===== config.mk =====
export PLATFORM = sky130hd
export DESIGN_NAME = apb_timer_mch_flat
export DESIGN_NICKNAME = d
export VERILOG_FILES = /design/src/rtl/apb_timer_mch_if.sv /design/src/rtl/apb_timer_mch.sv /design/src/flat_wrapper.sv
export SDC_FILE = /design/constraint.sdc
export NUM_CORES = 1
export LEC_CHECK = 0
export ABC_AREA = 1
export CORE_ASPECT_RATIO = 1.2
export CORE_MARGIN = 5
export CORE_UTILIZATION = 62
export DETAILED_ROUTE_END_ITERATION = 8
export PLACE_DENSITY = 0.81
export SYNTH_ARGS = -nofsm -noshare
export SYNTH_HDL_FRONTEND = slang
export SYNTH_SLANG_ARGS = --single-unit

===== constraint.sdc =====
create_clock -name sys_clk -period 8.9 [get_ports sys_clk]
set_input_delay 0.89 -clock sys_clk [delete_from_list [all_inputs] [get_ports sys_clk]]
set_output_delay 0.89 -clock sys_clk [all_outputs]
set_load 0.005 [all_outputs]

===== src/rtl/apb_timer_mch_if.sv =====
// APB bus bundle for the multi-channel timer.
// Handshake signals only; clock, reset, debug and interrupt stay plain ports.
interface apb_timer_mch_if #(
  parameter int ADDR_W = 12
);
  logic              tim_psel;
  logic              tim_penable;
  logic              tim_pwrite;
  logic [ADDR_W-1:0] tim_paddr;
  logic [31:0]       tim_pwdata;
  logic [3:0]        tim_pstrb;
  logic [31:0]       tim_prdata;
  logic              tim_pready;
  logic              tim_pslverr;

  modport master (
    output tim_psel, tim_penable, tim_pwrite, tim_paddr, tim_pwdata, tim_pstrb,
    input  tim_prdata, tim_pready, tim_pslverr
  );

  modport slave (
    input  tim_psel, tim_penable, tim_pwrite, tim_paddr, tim_pwdata, tim_pstrb,
    output tim_prdata, tim_pready, tim_pslverr
  );
endinterface


===== src/rtl/apb_timer_mch.sv =====
// APB-slave general-purpose timer: CNT_W-bit up-counter with power-of-two prescaler,
// debug halt and NUM_CH compare channels with optional clear-on-match.
module apb_timer_mch #(
  parameter int CNT_W  = 64,
  parameter int NUM_CH = 4,
  parameter int ADDR_W = 12
) (
  input  logic           sys_clk,
  input  logic           sys_rst,
  apb_timer_mch_if.slave apb,
  input  logic           dbg_mode,
  output logic           tim_int
);

  typedef enum logic [3:0] {
    REG_TCR, REG_TDR0, REG_TDR1, REG_TIER, REG_TISR, REG_TCMR, REG_THCSR,
    REG_CMP_L, REG_CMP_H, REG_NONE
  } reg_e;

  localparam logic [ADDR_W-7:0] CH_PAGE = 4;  // 0x100 >> 6

  function automatic logic [31:0] lane_merge(input logic [31:0] cur, input logic [31:0] wd,
                                             input logic [3:0] strb);
    logic [31:0] res;
    for (int b = 0; b < 4; b++) res[b*8 +: 8] = strb[b] ? wd[b*8 +: 8] : cur[b*8 +: 8];
    return res;
  endfunction

  logic              timer_en, div_en;
  logic [3:0]        div_val;
  logic [7:0]        pre_cnt, div_mask;
  logic [CNT_W-1:0]  cnt, cnt_inc, cnt_nxt;
  logic [NUM_CH-1:0] tier, tisr, tcmr, match, w1c;
  logic              halt_req, halt_ack;
  logic [CNT_W-1:0]  tcmp [NUM_CH];

  reg_e              sel;
  logic [2:0]        ch;
  logic [CNT_W-1:0]  cmp_sel, cmp_new;
  logic [63:0]       cnt_ext, cnt_wr, cmp_ext, cmp_wr;
  logic [31:0]       tcr_cur, tcr_wr, rdata;
  logic              acc, bad, wr_ok, tcr_err, tcr_wr_ok, tick, inc;
  logic              unused_bits;

  assign ch = apb.tim_paddr[5:3];

  // NOTE: every always_comb output gets a default first so no path leaves it unassigned (no latch).
  always_comb begin
    sel = REG_NONE;
    if (apb.tim_paddr[ADDR_W-1:5] == '0) begin
      case (apb.tim_paddr[4:2])
        3'd0:    sel = REG_TCR;
        3'd1:    sel = REG_TDR0;
        3'd2:    sel = REG_TDR1;
        3'd3:    sel = REG_TIER;
        3'd4:    sel = REG_TISR;
        3'd5:    sel = REG_TCMR;
        3'd6:    sel = REG_THCSR;
        default: sel = REG_NONE;
      endcase
    end else if (apb.tim_paddr[ADDR_W-1:6] == CH_PAGE && int'(ch) < NUM_CH) begin
      sel = apb.tim_paddr[2] ? REG_CMP_H : REG_CMP_L;
    end
  end

  always_comb begin
    cmp_sel = '0;
    for (int n = 0; n < NUM_CH; n++) if (ch == 3'(n)) cmp_sel = tcmp[n];
  end

  // A TCR write is refused if the divider is out of range or is retuned while counting.
  assign tcr_cur = {20'd0, div_val, 6'd0, div_en, timer_en};
  assign tcr_wr  = lane_merge(tcr_cur, apb.tim_pwdata, apb.tim_pstrb);
  assign tcr_err = (tcr_wr[11:8] > 4'd8) |
                   (timer_en & tcr_wr[0] & ({tcr_wr[11:8], tcr_wr[1]} != {div_val, div_en}));

  assign acc       = apb.tim_psel & apb.tim_penable & ~sys_rst;
  assign bad       = (sel == REG_NONE) | (apb.tim_pwrite & (sel == REG_TCR) & tcr_err);
  assign wr_ok     = acc & apb.tim_pwrite & ~bad;
  assign tcr_wr_ok = wr_ok & (sel == REG_TCR);

  assign apb.tim_pready  = acc;
  assign apb.tim_pslverr = acc & bad;
  assign apb.tim_prdata  = (acc & ~apb.tim_pwrite & ~bad) ? rdata : 32'd0;

  assign cnt_ext = 64'(cnt);
  assign cmp_ext = 64'(cmp_sel);

  always_comb begin
    rdata = 32'd0;
    case (sel)
      REG_TCR:   rdata = tcr_cur;
      REG_TDR0:  rdata = cnt_ext[31:0];
      REG_TDR1:  rdata = cnt_ext[63:32];
      REG_TIER:  rdata = 32'(tier);
      REG_TISR:  rdata = 32'(tisr);
      REG_TCMR:  rdata = 32'(tcmr);
      REG_THCSR: rdata = {30'd0, halt_ack, halt_req};
      REG_CMP_L: rdata = cmp_ext[31:0];
      REG_CMP_H: rdata = cmp_ext[63:32];
      default:   rdata = 32'd0;
    endcase
  end

  assign div_mask = 8'((9'd1 << div_val) - 9'd1);
  assign tick     = ~div_en | (pre_cnt == div_mask);
  assign inc      = tick & timer_en & ~halt_ack;

  always_comb begin
    for (int n = 0; n < NUM_CH; n++) match[n] = (cnt == tcmp[n]);
  end

  // Software byte lanes override the freshly incremented count; untouched lanes keep it.
  always_comb begin
    cnt_inc = cnt;
    if (inc) cnt_inc = (|(match & tcmr)) ? '0 : cnt + CNT_W'(1);
    cnt_wr = 64'(cnt_inc);
    if (wr_ok && sel == REG_TDR0) cnt_wr[31:0]  = lane_merge(cnt_wr[31:0],  apb.tim_pwdata, apb.tim_pstrb);
    if (wr_ok && sel == REG_TDR1) cnt_wr[63:32] = lane_merge(cnt_wr[63:32], apb.tim_pwdata, apb.tim_pstrb);
    cnt_nxt = cnt_wr[CNT_W-1:0];
  end

  always_comb begin
    cmp_wr = cmp_ext;
    if (sel == REG_CMP_H) cmp_wr[63:32] = lane_merge(cmp_ext[63:32], apb.tim_pwdata, apb.tim_pstrb);
    else                  cmp_wr[31:0]  = lane_merge(cmp_ext[31:0],  apb.tim_pwdata, apb.tim_pstrb);
    cmp_new = cmp_wr[CNT_W-1:0];
  end

  assign w1c = (wr_ok && sel == REG_TISR && apb.tim_pstrb[0]) ? apb.tim_pwdata[NUM_CH-1:0] : '0;

  // NOTE: state registers use non-blocking assignments so every register samples pre-edge values.
  always_ff @(posedge sys_clk) begin
    if (sys_rst) begin
      timer_en <= 1'b0;
      div_en   <= 1'b0;
      div_val  <= '0;
      pre_cnt  <= '0;
      cnt      <= '0;
      tier     <= '0;
      tisr     <= '0;
      tcmr     <= '0;
      halt_req <= 1'b0;
      halt_ack <= 1'b0;
      tim_int  <= 1'b0;
      // NOTE: the compare bank is a handful of flops, not a RAM, so it is reset like any register.
      for (int n = 0; n < NUM_CH; n++) tcmp[n] <= '1;
    end else begin
      cnt      <= cnt_nxt;
      tisr     <= (tisr & ~w1c) | match;
      tim_int  <= |(tisr & tier);
      halt_ack <= halt_req & dbg_mode;

      if (tcr_wr_ok || !timer_en) pre_cnt <= '0;
      else if (!halt_ack)         pre_cnt <= tick ? 8'd0 : pre_cnt + 8'd1;

      if (tcr_wr_ok) begin
        timer_en <= tcr_wr[0];
        div_en   <= tcr_wr[1];
        div_val  <= tcr_wr[11:8];
      end
      if (wr_ok && apb.tim_pstrb[0]) begin
        if (sel == REG_TIER)  tier     <= apb.tim_pwdata[NUM_CH-1:0];
        if (sel == REG_TCMR)  tcmr     <= apb.tim_pwdata[NUM_CH-1:0];
        if (sel == REG_THCSR) halt_req <= apb.tim_pwdata[0];
      end
      for (int n = 0; n < NUM_CH; n++) begin
        if (wr_ok && (sel == REG_CMP_L || sel == REG_CMP_H) && ch == 3'(n)) tcmp[n] <= cmp_new;
      end
    end
  end

  assign unused_bits = ^{apb.tim_paddr[1:0], tcr_wr[31:12], tcr_wr[7:2]};

endmodule


===== src/flat_wrapper.sv =====
// flat-port wrapper written by rule: the top's interface ports become plain ports
module apb_timer_mch_flat 
#(
  parameter int CNT_W  = 64,
  parameter int NUM_CH = 4,
  parameter int ADDR_W = 12
)
  (sys_clk, sys_rst, dbg_mode, tim_int, apb_tim_psel, apb_tim_penable, apb_tim_pwrite, apb_tim_paddr, apb_tim_pwdata, apb_tim_pstrb, apb_tim_prdata, apb_tim_pready, apb_tim_pslverr);
  apb_timer_mch_if #(.ADDR_W(ADDR_W)) apb_i ();
  input  logic sys_clk;
  input  logic sys_rst;
  input  logic dbg_mode;
  output logic tim_int;
  input wire logic [$bits(apb_i.tim_psel)-1:0] apb_tim_psel;
  input wire logic [$bits(apb_i.tim_penable)-1:0] apb_tim_penable;
  input wire logic [$bits(apb_i.tim_pwrite)-1:0] apb_tim_pwrite;
  input wire logic [$bits(apb_i.tim_paddr)-1:0] apb_tim_paddr;
  input wire logic [$bits(apb_i.tim_pwdata)-1:0] apb_tim_pwdata;
  input wire logic [$bits(apb_i.tim_pstrb)-1:0] apb_tim_pstrb;
  output wire logic [$bits(apb_i.tim_prdata)-1:0] apb_tim_prdata;
  output wire logic [$bits(apb_i.tim_pready)-1:0] apb_tim_pready;
  output wire logic [$bits(apb_i.tim_pslverr)-1:0] apb_tim_pslverr;
  assign apb_i.tim_psel = apb_tim_psel;
  assign apb_i.tim_penable = apb_tim_penable;
  assign apb_i.tim_pwrite = apb_tim_pwrite;
  assign apb_i.tim_paddr = apb_tim_paddr;
  assign apb_i.tim_pwdata = apb_tim_pwdata;
  assign apb_i.tim_pstrb = apb_tim_pstrb;
  assign apb_tim_prdata = apb_i.tim_prdata;
  assign apb_tim_pready = apb_i.tim_pready;
  assign apb_tim_pslverr = apb_i.tim_pslverr;
  apb_timer_mch #(.CNT_W(CNT_W), .NUM_CH(NUM_CH), .ADDR_W(ADDR_W)) u_core (.sys_clk(sys_clk), .sys_rst(sys_rst), .apb(apb_i), .dbg_mode(dbg_mode), .tim_int(tim_int));
endmodule

# [After elaboration in Yosys (flattened, before gate mapping)]
# Memories as Yosys holds them, arrays and structs flattened.
# Index checks and enable logic that the tools add are counted.
[op_classes] n_addsub=3 mul=0 div_mod_pow=0 magnitude_cmp=2 n_eq_ne=25 n_shift=1 mux=54 bitwise=32 n_reduce_logical=24
[op_table] op="$mux W64" n=10
[op_table] op="$pmux W32 S9" n=1
[op_table] op="$eq A64 B64 Y1" n=4
[op_table] op="$mux W32" n=5
[op_table] op="$mux W8" n=17
[op_table] op="$add A64 B1 Y64 const B" n=1
[op_table] op="$pmux W4 S7" n=1
[op_table] op="$mux W4" n=5
[op_table] op="$eq A4 B3 Y1 const B" n=4
[op_table] op="$and A1 B1 Y1" n=15
[op_table] op="$mux W1" n=14
[op_table] op="$and A4 B4 Y4" n=3
[op_table] op="$eq A3 B2 Y1 const B" n=4
[op_table] op="$logic_and A1 B1 Y1" n=11
[op_table] op="$eq A3 B3 Y1 const B" n=3
[op_table] op="$add A8 B1 Y8 const B" n=1
[op_table] op="$eq A4 B2 Y1 const B" n=2
[op_table] op="$eq A4 B4 Y1 const B" n=2
[op_table] op="$eq A8 B8 Y1" n=1
[op_table] op="$reduce_or A4 Y1" n=2
[op_table] op="$shl A1 B4 Y8 const A" n=1
[op_table] op="$sub A8 B1 Y8 const B" n=1
[op_table] op="$logic_not A7 Y1" n=1
[op_table] op="$or A1 B1 Y1" n=7
[op_table] op="other kinds (16)" n=25
[word_totals] regBits=93 latch_bits=0 ram_bits=256 romBits=0 output_inout_bits=35 mem_count=1
[memory_table] memory="u_core.tcmp" depth=4 word_bits=64 read_ports=4 rd_ports_with_merged_regs=0 wr=4 line="apb_timer_mch.sv:35" text="logic [CNT_W-1:0] tcmp [NUM_CH];"

# [Longest topological paths before layout]
[logic_depth] ltp_word=16 ltp_mapped=21

# [Worst setup path before layout]
# OpenSTA, ideal clock, no wires.
[synth_timing] path_kind="input-to-reg" startpoint="in apb_tim_pstrb[1]" endpoint="mem u_core.tcmp[0][0], enable pin" setup_time_ns=0.574 t_arrival_ns=6.578 setup_slack_ns=1.747 stages=13 path_buffers=2 cell_sequence="buf_2 > buf_2 > nand3_1 > o21ai_1 > a21oi_1 > nand3_1 > nand2_1 > nand2_1 > nand2_2 > nand3_4 > nor2_4 > inv_6 > o21ai_0"
[synth_rtl] element="start: declaration" line="flat_wrapper.sv:19" text="input wire logic [$bits(apb_i.tim_pstrb)-1:0] apb_tim_pstrb;"
[synth_rtl] element="end: declaration" line="apb_timer_mch.sv:35"

# [Worst setup path in the final report]
[layout_timing] startpoint="in apb_tim_paddr[5]" endpoint="out apb_tim_prdata[5]"
[layout_via] elab_chain_cells=11
[layout_rtl] element="start: declaration" line="flat_wrapper.sv:17" text="input wire logic [$bits(apb_i.tim_paddr)-1:0] apb_tim_paddr;"
[layout_rtl] element="$lt A3 B3 Y1" line="apb_timer_mch.sv:61" text="end else if (apb.tim_paddr[ADDR_W-1:6] == CH_PAGE && int'(ch) < NUM_CH) begin"
[layout_rtl] element="$logic_and A1 B1 Y1" line="apb_timer_mch.sv:61"
[layout_rtl] element="$mux W4" line="apb_timer_mch.sv:61"
[layout_rtl] element="$mux W4" line="apb_timer_mch.sv:50" text="if (apb.tim_paddr[ADDR_W-1:5] == '0) begin"
[layout_rtl] element="$logic_not A4 Y1" line="apb_timer_mch.sv:78, apb_timer_mch.sv:91"
[layout_rtl] element="$and A1 B1 Y1 (2 in a row)" line="apb_timer_mch.sv:78" text="assign bad = (sel == REG_NONE) | (apb.tim_pwrite & (sel == REG_TCR) & tcr_err);"
[layout_rtl] element="$or A1 B1 Y1" line="apb_timer_mch.sv:78"
[layout_rtl] element="$not A1 Y1" line="apb_timer_mch.sv:84" text="assign apb.tim_prdata = (acc & ~apb.tim_pwrite & ~bad) ? rdata : 32'd0;"
[layout_rtl] element="$and A1 B1 Y1" line="apb_timer_mch.sv:84"
[layout_rtl] element="$mux W32 (*)" line="apb_timer_mch.sv:84"
[layout_rtl] element="end: declaration" line="flat_wrapper.sv:20" text="output wire logic [$bits(apb_i.tim_prdata)-1:0] apb_tim_prdata;"
# Every way passes the cells marked *; elsewhere a longest branch is shown, timed or not.

==> flow_summary.yaml <==
min_path:
  min_path_cells: 2
  min_from: "u_core.tisr[3]$_SDFF_PP0_"
  whs_endpoint: "u_core.tisr[3]$_SDFF_PP0_"
  worstHoldPathType: "flop to flop"
logic_synthesis:
  syn_area_um2: 23100
  synth_nets: 3233
  synth_top_area_share: 0.333
  synth_warnings: 0
  synth_top_area_cell: "edfxtp_1"
  synth-edff-count: 256
  synth_common_cells: "nand2_1, inv_1, nor2_1"
  ys_top_cells_by_area: "edfxtp_1, nand2_1, dfxtp_1"
  synth_top_flop_cell: "edfxtp_1"
  synth-seq-area-share: 0.414
  syn_avg_cell_area_um2: 7.27
  synth_async_sr_flop_share: 0
  postSynthCellCount: 3176
  synth.most_common_cell: "nand2_1"
  ys_ff_latch: 349
  ys_types: 49
drt:
  routed_via_density: 6.33
  drtPass1Iterations: 9
  num_vias: 23100
  wl_per_cell_um: 23.3
  ant_nets: 0
  drc_errors: 1
  routed_wl_um: 85200
  drt_iter0_drc: 3454
sta:
  worst_clock_skew_ns: 0.0220
  finalSetupViolCount: 0
  tightest_slew_ns: 1.24
  final.min_clock_period_ns: 6.03
  setup_tns_ns: 0
  finalHoldViolations: 0
  grt_setup_unrepaired: "false"
  slew_viol_final: 0
  period_share: 0.677
  fmax_mhz: 166
  relSlewSlack: 0.172
outcome:
  status: "complete, but fails checks"
  violations: "DRC"
global_route:
  grt_usage: 0.401
  overflow: 0
  grt_first_pass_wirelength_um: 127000
  grt_max_degree: 65
  antenna_found_initial: 1
  grt_pass1_vias: 22000
worst_setup_path:
  critPathLaunch: "apb_tim_paddr[5]"
  critPathMostFrequentCell: "nand2_1"
  critPathSlowestCell: "inv_2"
  critPathBufInv: 8
  r2r-start: "u_core.div_val[3]$_SDFFE_PP0P_"
  worstPathMaxFanout: 28
  r2r_end: "u_core.cnt[18]$_SDFF_PP0_"
  ff2ff_path_depth: 17
  worst-setup-path-type: "primary input to output pin"
  cp_cell_sequence: "clkdlybuf4s50_1 -> inv_2 -> nand2_1 -> nor2_2 -> nand3_1 -> buf_4 -> nand2_1 -> nand2_1 -> inv_2 -> nor2_2 -> nand2_2 -> inv_2 -> buf_4 -> nand2_1 -> o2111ai_1 -> nand2_1 -> inv_1 -> clkdlybuf4s50_1"
  cpLargestDelayFamily: "buffers and inverters"
  worstPathRequired_ns: 8.01
  endpoint_kind: "output pin"
  rrSetupSlack_ns: 3.85
  cp-start-kind: "primary input"
  worst_ep_arrival_time_ns: 5.14
  slowest_delay_ns: 0.66
pwr:
  net-switching-power_mw: 0.897
  leakagePower_nw: 9.16
  combPwrFrac: 0.071
  peakVddDrop_v: 0.000174
  sw_frac_of_total: 0.241
  cellPowerDensity_nw_per_um2: 148
  fin_total_pwr_mw: 3.72
  p_int_mw: 2.82
  seqPwrFrac: 0.471
  clock_power_share: 0.459
clock_network:
  cts_hold_buf: 0
  cts_root_buffer: "clkbuf_16"
  clkTransAtPathRegs_ns: 0.06
  cts_setup_buffers: 0
  clock_sinks: 349
  htreeDepth: 2
  cts.repair.resized: 0
  cts_tree: "done"
  numCtsBuffers: 40
  clock_path_buffers: 3
  insertion_delay_ns: 0.56
final_layout:
  syn2layout_area_growth_pct: 8.99
  final_nets: 3205
  stdcell_count: 3654
  drive_above_1_share: 0.0503
  diodes: 0
floorplan:
  die-area_um2: 41200
  die_height_um: 221
  initial_utilization: 0.627
  die_width_um: 186
  coreArea_um2: 36800
  ios: 89
  rows: 77
place:
  dp.final_hpwl_um: 56200
  port_buffers: 86
  dp.cells: 3580
  globalplace.congestion: 1.05
flow_run:
  maxCapViolCount: 0
==> worst min-delay path, delay by kind of cell, from the launching register on <==
| family | cells | cell delay (ns) |
|---|---|---|
| AO/OA/AOI/OAI | 1 | 0.05 |
| flip-flops | 1 | 0.32 |
| AND/OR/NAND/NOR | 1 | 0.07 |
==> final cells by class <==
type / count / area (um2)
Tap cell: 474 / 593
Sequential cell: 349 / 9550
Timing Repair Buffer: 113 / 1060
Multi-Input combinational cell: 2278 / 11200
Fill cell: 3076 / 11600
Inverter: 366 / 1380
Clock buffer: 54 / 1120
Clock inverter: 20 / 214
==> how the worst max path moves through the flow <==
| stage | cells after the start | to | slack, ns |
|---|---|---|---|
| 2_1_floorplan | 13 | u_core.tcmp[0][0]$_SDFFCE_PN1P_ | 1.75 |
| 3_3_place_gp | 18 | apb_tim_prdata[5] | 3.12 |
| 3_5_place_dp | 18 | apb_tim_prdata[5] | 3.09 |
| 4_1_cts | 18 | apb_tim_prdata[5] | 3.07 |
| 5_1_grt | 18 | apb_tim_prdata[5] | 2.80 |
| 6_report | 18 | apb_tim_prdata[5] | 2.87 |
==> stage by stage <==
stage	instance area, um2	utilization	hold WS (ns)	setup slack [ns]
6_report	25200	0.684	0.487	2.87
5_1_grt	25200	0.684	0.492	2.80
4_1_cts	25200	0.684	0.483	3.07
3_5_place_dp	23800	0.647	0.472	3.09
3_3_place_gp	23800	0.647	0.460	3.12
2_1_floorplan	23100	-	0.410	1.75
==> power groups by stage <==
stage / sequential, mW / combinational, mW / clock [mW]
floorplan: 1.79 / 0.145 / 0
global placement: 1.79 / 0.246 / 0
detailed placement: 1.79 / 0.252 / 0
CTS: 1.75 / 0.254 / 1.70
global route: 1.75 / 0.277 / 1.77
finish: 1.75 / 0.262 / 1.71
==> metal layers <==
metal / track usage / vias to the layer above / wire length [um]
li1: - / 10300 / -
met1: 0.489 / 10500 / 28700
met2: 0.638 / 1846 / 38600
met3: 0.0841 / 446 / 11000
met4: 0.261 / 0 / 6990
met5: 0 / - / 0
==> cell families (layout without fill, tap and decap cells) <==
logic type	Yosys count	count (layout)	synth area share
simple gates	1692	1692	0.306
fa+ha+maj	3	3	0.00163
xor+xnor	194	194	0.0736
flops	349	349	0.414
compound gates	387	387	0.102
buf+inv	549	553	0.102
mux	2	2	0.000867
==> registers in the layout, summed over array words and instances, names as in the netlist, 4 cells and up <==
| name | flops |
|---|---|
| u_core.tcmp | 256 |
| u_core.cnt | 64 |
| u_core.pre_cnt | 8 |
| u_core.div_val | 4 |
| u_core.tcmr | 4 |
| u_core.tier | 4 |
| u_core.tisr | 4 |
==> cell usage in the layout (no fill, tap or decap), types with 5 or more instances in the layout <==
master           synthesis  layout
o2111ai_1               12      12
nor2_2                  14      14
nand3_1                172     172
xor2_1                 193     193
a221oi_1                52      52
clkbuf_8                 0       5
buf_4                   36      27
edfxtp_1               256     256
clkbuf_1                52       8
o211ai_1                 6       6
inv_1                  344     343
clkdlybuf4s50_1          0      85
o21ai_1                 10      10
nor3_1                  33      32
clkinv_1                 3       8
clkbuf_16                0      41
nor2_8                   5       5
nand3_2                  8       8
nor4_1                   6       6
dfxtp_1                 93      92
inv_2                   18      19
o21ai_0                 85      81
nor2_4                   6       7
nand2_2                  6       6
o22ai_1                 56      56
nand2_1               1070    1070
nor2_1                 296     295
clkinv_2                 0       5
a21oi_1                129     129
a22oi_1                 23      23
nand4_1                 66      66
Power figures use the tool's default switching activity.
